File: config.mk
export PLATFORM = sky130hd
export DESIGN_NAME = fir_coef_loader
export DESIGN_NICKNAME = d
export VERILOG_FILES = /design/src/rtl/fir_pkg.sv /design/src/rtl/coef_buf.sv /design/src/rtl/fir_coef_loader.sv
export SDC_FILE = /design/constraint.sdc
export NUM_CORES = 1
export LEC_CHECK = 0
export BUFFER_PORTS_ARGS = -buffer_cell sky130_fd_sc_hd__buf_2
export CELL_PAD_IN_SITES_DETAIL_PLACEMENT = 0
export CELL_PAD_IN_SITES_GLOBAL_PLACEMENT = 2
export CORE_ASPECT_RATIO = 0.7
export CORE_MARGIN = 2
export CORE_UTILIZATION = 43
export CTS_BUF_LIST = sky130_fd_sc_hd__clkbuf_4
export CTS_CLUSTER_SIZE = 28
export DETAILED_ROUTE_END_ITERATION = 10
export GPL_ROUTABILITY_DRIVEN = 0
export GPL_TIMING_DRIVEN = 0
export MAX_ROUTING_LAYER = met4
export PLACE_DENSITY_LB_ADDON = 0.1
export SLEW_MARGIN = 10
export SYNTH_ARGS = -nofsm -noshare
export SYNTH_HDL_FRONTEND = slang
export SYNTH_SLANG_ARGS = --single-unit
File: constraint.sdc
create_clock -name clk -period 2.6 [get_ports clk]
set_input_delay 0.13 -clock clk [delete_from_list [all_inputs] [get_ports clk]]
set_output_delay 0.13 -clock clk [all_outputs]
set_load 0.005 [all_outputs]
File: src/rtl/fir_pkg.sv
// Shared constants and state encoding for the FIR coefficient path.
package fir_pkg;

  localparam int COEFW_DEF = 18;

  typedef enum logic [1:0] {
    FILL  = 2'd0,
    SHIFT = 2'd1,
    SWAP  = 2'd2
  } state_e;

endpackage

File: src/rtl/coef_buf.sv
// Shadow coefficient buffer: one write port, one enabled registered read port.
module coef_buf #(
  parameter int DEPTH = 32,
  parameter int WIDTH = 18,
  parameter int AW    = (DEPTH > 1) ? $clog2(DEPTH) : 1
) (
  input  logic             clk,
  input  logic             rstn,
  input  logic             wr_en_i,
  input  logic [AW-1:0]    wr_addr_i,
  input  logic [WIDTH-1:0] wr_data_i,
  input  logic             rd_en_i,
  input  logic [AW-1:0]    rd_addr_i,
  output logic [WIDTH-1:0] rd_data_o
);

  logic [WIDTH-1:0] mem_q [DEPTH];
  logic [WIDTH-1:0] rd_data_q;

  always_ff @(posedge clk) begin
    if (wr_en_i) begin
      mem_q[wr_addr_i] <= wr_data_i;
    end
  end

  // Only the read register is reset; it doubles as the tap-chain head driver.
  always_ff @(posedge clk or negedge rstn) begin
    if (!rstn) begin
      rd_data_q <= '0;
    end else if (rd_en_i) begin
      rd_data_q <= mem_q[rd_addr_i];
    end
  end

  assign rd_data_o = rd_data_q;

endmodule

File: src/rtl/fir_coef_loader.sv
// Buffers a coefficient set from a stream, then shifts it into the tap chain and pulses swap.
module fir_coef_loader
  import fir_pkg::*;
#(
  parameter int COEFW = COEFW_DEF,
  parameter int NTAPS = 32
) (
  input  logic             clk,
  input  logic             rstn,
  input  logic [COEFW-1:0] s_coef,
  input  logic             s_valid,
  input  logic             s_last,
  output logic             s_ready,
  input  logic             commit,
  input  logic             err_clr,
  output logic             busy,
  output logic             full,
  output logic             err_len,
  output logic [COEFW-1:0] coef_out,
  output logic             coef_shift,
  output logic             coef_swap
);

  localparam int ADDRW = (NTAPS > 1) ? $clog2(NTAPS) : 1;
  localparam logic [ADDRW-1:0] LAST_IDX = ADDRW'(NTAPS - 1);

  state_e           state_q, state_d;
  logic [ADDRW-1:0] wr_cnt_q, wr_cnt_d;
  logic [ADDRW-1:0] sh_cnt_q, sh_cnt_d;
  logic             full_q, full_d;
  logic             err_len_q, err_len_d;

  logic             accept;
  logic             last_slot;
  logic             set_err;
  logic             rd_en;
  logic [ADDRW-1:0] rd_addr;

  assign s_ready    = rstn && (state_q == FILL) && !full_q;
  assign accept     = s_valid && s_ready;
  assign last_slot  = (wr_cnt_q == LAST_IDX);
  assign busy       = (state_q != FILL);
  assign coef_shift = (state_q == SHIFT);
  assign coef_swap  = (state_q == SWAP);
  assign full       = full_q;
  assign err_len    = err_len_q;

  always_comb begin
    state_d  = state_q;
    wr_cnt_d = wr_cnt_q;
    sh_cnt_d = sh_cnt_q;
    full_d   = full_q;
    set_err  = 1'b0;
    rd_en    = 1'b0;
    rd_addr  = LAST_IDX;
    case (state_q)
      FILL: begin
        if (accept) begin
          if (s_last && last_slot) begin
            full_d   = 1'b1;
            wr_cnt_d = '0;
          end else if (s_last || last_slot) begin
            // Short or long set: drop it and restart at slot 0.
            set_err  = 1'b1;
            wr_cnt_d = '0;
          end else begin
            wr_cnt_d = wr_cnt_q + ADDRW'(1);
          end
        end
        // The first read is issued on the commit edge so data meets the first shift cycle.
        if (commit && full_q) begin
          state_d  = SHIFT;
          sh_cnt_d = '0;
          rd_en    = 1'b1;
          rd_addr  = LAST_IDX;
        end
      end
      SHIFT: begin
        sh_cnt_d = sh_cnt_q + ADDRW'(1);
        if (sh_cnt_q == LAST_IDX) begin
          state_d = SWAP;
        end else begin
          rd_en   = 1'b1;
          rd_addr = LAST_IDX - ADDRW'(1) - sh_cnt_q;
        end
      end
      SWAP: begin
        full_d  = 1'b0;
        state_d = FILL;
      end
      default: begin
        state_d = FILL;
      end
    endcase
    err_len_d = (err_len_q && !err_clr) || set_err;
  end

  always_ff @(posedge clk or negedge rstn) begin
    if (!rstn) begin
      state_q   <= FILL;
      wr_cnt_q  <= '0;
      sh_cnt_q  <= '0;
      full_q    <= 1'b0;
      err_len_q <= 1'b0;
    end else begin
      state_q   <= state_d;
      wr_cnt_q  <= wr_cnt_d;
      sh_cnt_q  <= sh_cnt_d;
      full_q    <= full_d;
      err_len_q <= err_len_d;
    end
  end

  coef_buf #(
    .DEPTH (NTAPS),
    .WIDTH (COEFW),
    .AW    (ADDRW)
  ) u_coef_buf (
    .clk       (clk),
    .rstn      (rstn),
    .wr_en_i   (accept),
    .wr_addr_i (wr_cnt_q),
    .wr_data_i (s_coef),
    .rd_en_i   (rd_en),
    .rd_addr_i (rd_addr),
    .rd_data_o (coef_out)
  );

endmodule

==> results.json <==
{
  "status": "finished, violations left",
  "violations": "setup timing",
  "via_per_inst": 5.861,
  "fin_setup_tns_ns": -5.412,
  "clk_pin_slew_ns": 0.06,
  "antenna_found_initial": 5,
  "worstPathMaxFanout": 5,
  "reg2reg_depth": 14,
  "start_kind": "flip-flop",
  "layout_commonest_cell": "edfxtp_1",
  "grt_pass1_wl_mm": 117.1,
  "worstMarginPinSlew_ns": 0.9862,
  "async_reset_ff_frac": 0.05263,
  "cap_violations": 0,
  "power_density_nw_per_um2": 613.3,
  "hold_class": "in -> reg",
  "r2r_start": "sh_cnt_q[0]",
  "finalWorstSetupSlack_ns": -0.3728,
  "fmax_mhz": 336.4,
  "drc": 0,
  "ff2ff_setup_slack_ns": -0.37,
  "final_util": 0.5664,
  "rsz0062_at_grt": "yes",
  "htreeDepth": 4,
  "cts_buffers": 151,
  "start_util": 0.4381,
  "ys_seq_area_frac": 0.7419,
  "die_w_um": 288.7,
  "ys_dominant_reg_cell": "edfxtp_1",
  "io_buffers": 47,
  "syn_inst": 1685,
  "regToRegEndpoint": "u_coef_buf.rd_data_o[1]",
  "dieHeight_um": 203.3,
  "cp.required_ns": 3.38,
  "synth_area_um2": 24390,
  "min_from": "s_valid",
  "grt_use_total": 0.2901,
  "ios": 48,
  "finalClockSkew_ns": 0.05970,
  "ys_seq_elements": 608,
  "maxSlewViolCount": 0,
  "cts.sinks": 608,
  "worst_ir_drop_vdd_v": 0.0004791,
  "place_ws_ns": -2.225,
  "overflow": 0,
  "synth_edf_count": 576,
  "finalHoldViolCount": 0,
  "hold_end": "wr_cnt_q[0]",
  "core-area_um2": 55670,
  "power.leakage_nw": 10.54,
  "nNetsFinal": 2060,
  "synth_top_area_share": 0.7091,
  "syn-num-nets": 1719,
  "synth.distinct_cells": 54,
  "grt_max_degree": 33,
  "clk-insertion-delay-late_ns": 0.91,
  "rows": 72,
  "yosysTopAreaCell": "edfxtp_1",
  "final_cell_mix": "576 x edfxtp_1, 240 x clkbuf_4, 207 x nand2_1",
  "end_kind": "flip-flop",
  "drt-pass1-iter-count": 6,
  "drt-initial-drc-count": 1967,
  "vias": 16820,
  "setup_viol": 18,
  "dp_hpwl_mm": 52.95,
  "drtAntennaViolNets": 0,
  "cp.arrival_ns": 3.76,
  "clock-root-buffer": "clkbuf_4",
  "layout_min_cycle_time_ns": 2.973,
  "clk_path_buf_depth": 3,
  "yosysWarnings": 0,
  "yosys-top-cells-area": "edfxtp_1 71%, nand2_1 3.4%, dfrtp_1 3.3%, a221oi_1 2.0%, nand3_1 1.6%",
  "area_growth_pct": 29.27,
  "grt_pass1_vias": 16710,
  "whs_path_depth": 5,
  "relSlewSlack": 0.3426,
  "avgSynthCellArea_um2": 14.48,
  "fin_total_pwr_mw": 19.34,
  "wl_per_cell_um": 28.61,
  "dieArea_um2": 58680,
  "final_layout_size_suffix_gt1_frac": 0.3634,
  "cts_tree": "built",
  "period_share": 1.143,
  "wl_mm": 82.08,
  "crit_type": "reg -> reg"
}
[cell usage after synthesis, types with 4 or more instances]
cell type,instances
a21boi_0,21
nand2b_1,21
o221ai_1,18
a211o_1,18
a222oi_1,18
buf_6,4
nor4_1,17
clkbuf_1,75
a2111oi_0,5
o22ai_1,18
nor2_1,72
mux2_2,20
a21o_1,19
a221oi_1,55
o21ai_0,57
o21ai_1,4
nand3_1,79
nand2_1,219
edfxtp_1,576
a31oi_1,53
buf_1,12
buf_2,38
inv_1,6
a2111oi_2,13
a211oi_1,34
nand3b_1,23
o22a_1,18
dfrtp_1,32
ha_1,10
a21oi_1,73
nor3b_1,19
[registers in the layout, summed over array words and instances, names as in the netlist]
name / cells
wr_cnt_q: 5
u_coef_buf.mem_q: 576
full: 1
state_q: 2
sh_cnt_q: 5
u_coef_buf.rd_data_o: 18
err_len: 1
[area by class of cell]
type                    count  area, um2
diodes                      2      5.005
flip-flops and latches    608      18100
inverters                   8      37.54
fillers                  4562      24140
clock inverters            30      168.9
well taps                 740      925.9
repair inverters            1      5.005
clock buffers             224       1682
plain buffers             124       1071
multi-input cells         939       7635
repair buffers            193       1901
[kinds of logic (layout without fill, tap and decap cells)]
family                   Yosys count  in the layout  synth area share
AO/OA/AOI/OAI                    431            431            0.1274
XOR/XNOR                           4              4          0.001437
adder cells (fa/ha/maj)           10             10          0.005130
buffers and inverters            138            580           0.02447
flip-flops                       608            608            0.7419
multiplexers                      20             20          0.009233
other                              0              2                 0
AND/OR/NAND/NOR                  474            474           0.09043
[power breakdown]
part           internal [mW]  switching, mW  leakage, nW  total, mW
sequential              10.8         0.0445         5.58       10.9
clock                   4.10           3.84         1.12       7.94
combinational          0.140          0.400         3.84      0.540
total                   15.1           4.29         10.5       19.3
[how the worst max path moves through the flow]
stage	end	slack, ns	cells past startpoint	from
floorplan	u_coef_buf.mem_q[31][0]	-0.25	7	state_q[0]
global placement	u_coef_buf.rd_data_o[4]	-2.28	12	sh_cnt_q[0]
detailed placement	u_coef_buf.rd_data_o[10]	-2.23	11	sh_cnt_q[0]
CTS	u_coef_buf.rd_data_o[3]	-0.37	13	sh_cnt_q[0]
global route	u_coef_buf.rd_data_o[4]	-0.45	14	sh_cnt_q[1]
finish	u_coef_buf.rd_data_o[1]	-0.37	14	sh_cnt_q[0]
[through the flow]
stage / hold slack [ns] / cell area (um2) / cells
after floorplan: -0.1656 / 24460 / 1685
after global placement: 0.2905 / 25620 / 2472
after detailed placement: 0.2925 / 26090 / 2500
after CTS: 0.1337 / 30670 / 2845
after global routing: 0.1650 / 31530 / 2869
final: 0.2081 / 31530 / 2869
[critical path, cell delays in order, from the launching register on]
cell and delay (ns):
dfrtp_2 0.45, ha_4 0.17, and3_4 0.15, ha_4 0.17, buf_8 0.13, nor2_4 0.11, buf_6 0.14, buf_12 0.13
clkbuf_16 0.15, buf_6 0.10, mux2_2 0.31, a222oi_1 0.35, a21o_1 0.18, a21oi_2 0.07, a211o_1 0.26
[per-layer routing]
layer,vias up,track usage,wire (um)
met4,0,0.06406,1250
met2,734,0.4164,36550
met3,89,0.06264,6691
li1,7385,-,-
met1,8607,0.4251,37590
met5,-,-,0
[what timing repair did]
action	4_1_cts	5_1_grt
endpoints found under the hold margin	622	0
hold buffers	28	0
resized for setup	409	158
endpoints found under the setup margin	595	193
buffers inserted	60	23
gates cloned	6	4
pin swaps	90	75
(Power assumes the default switching activity.)
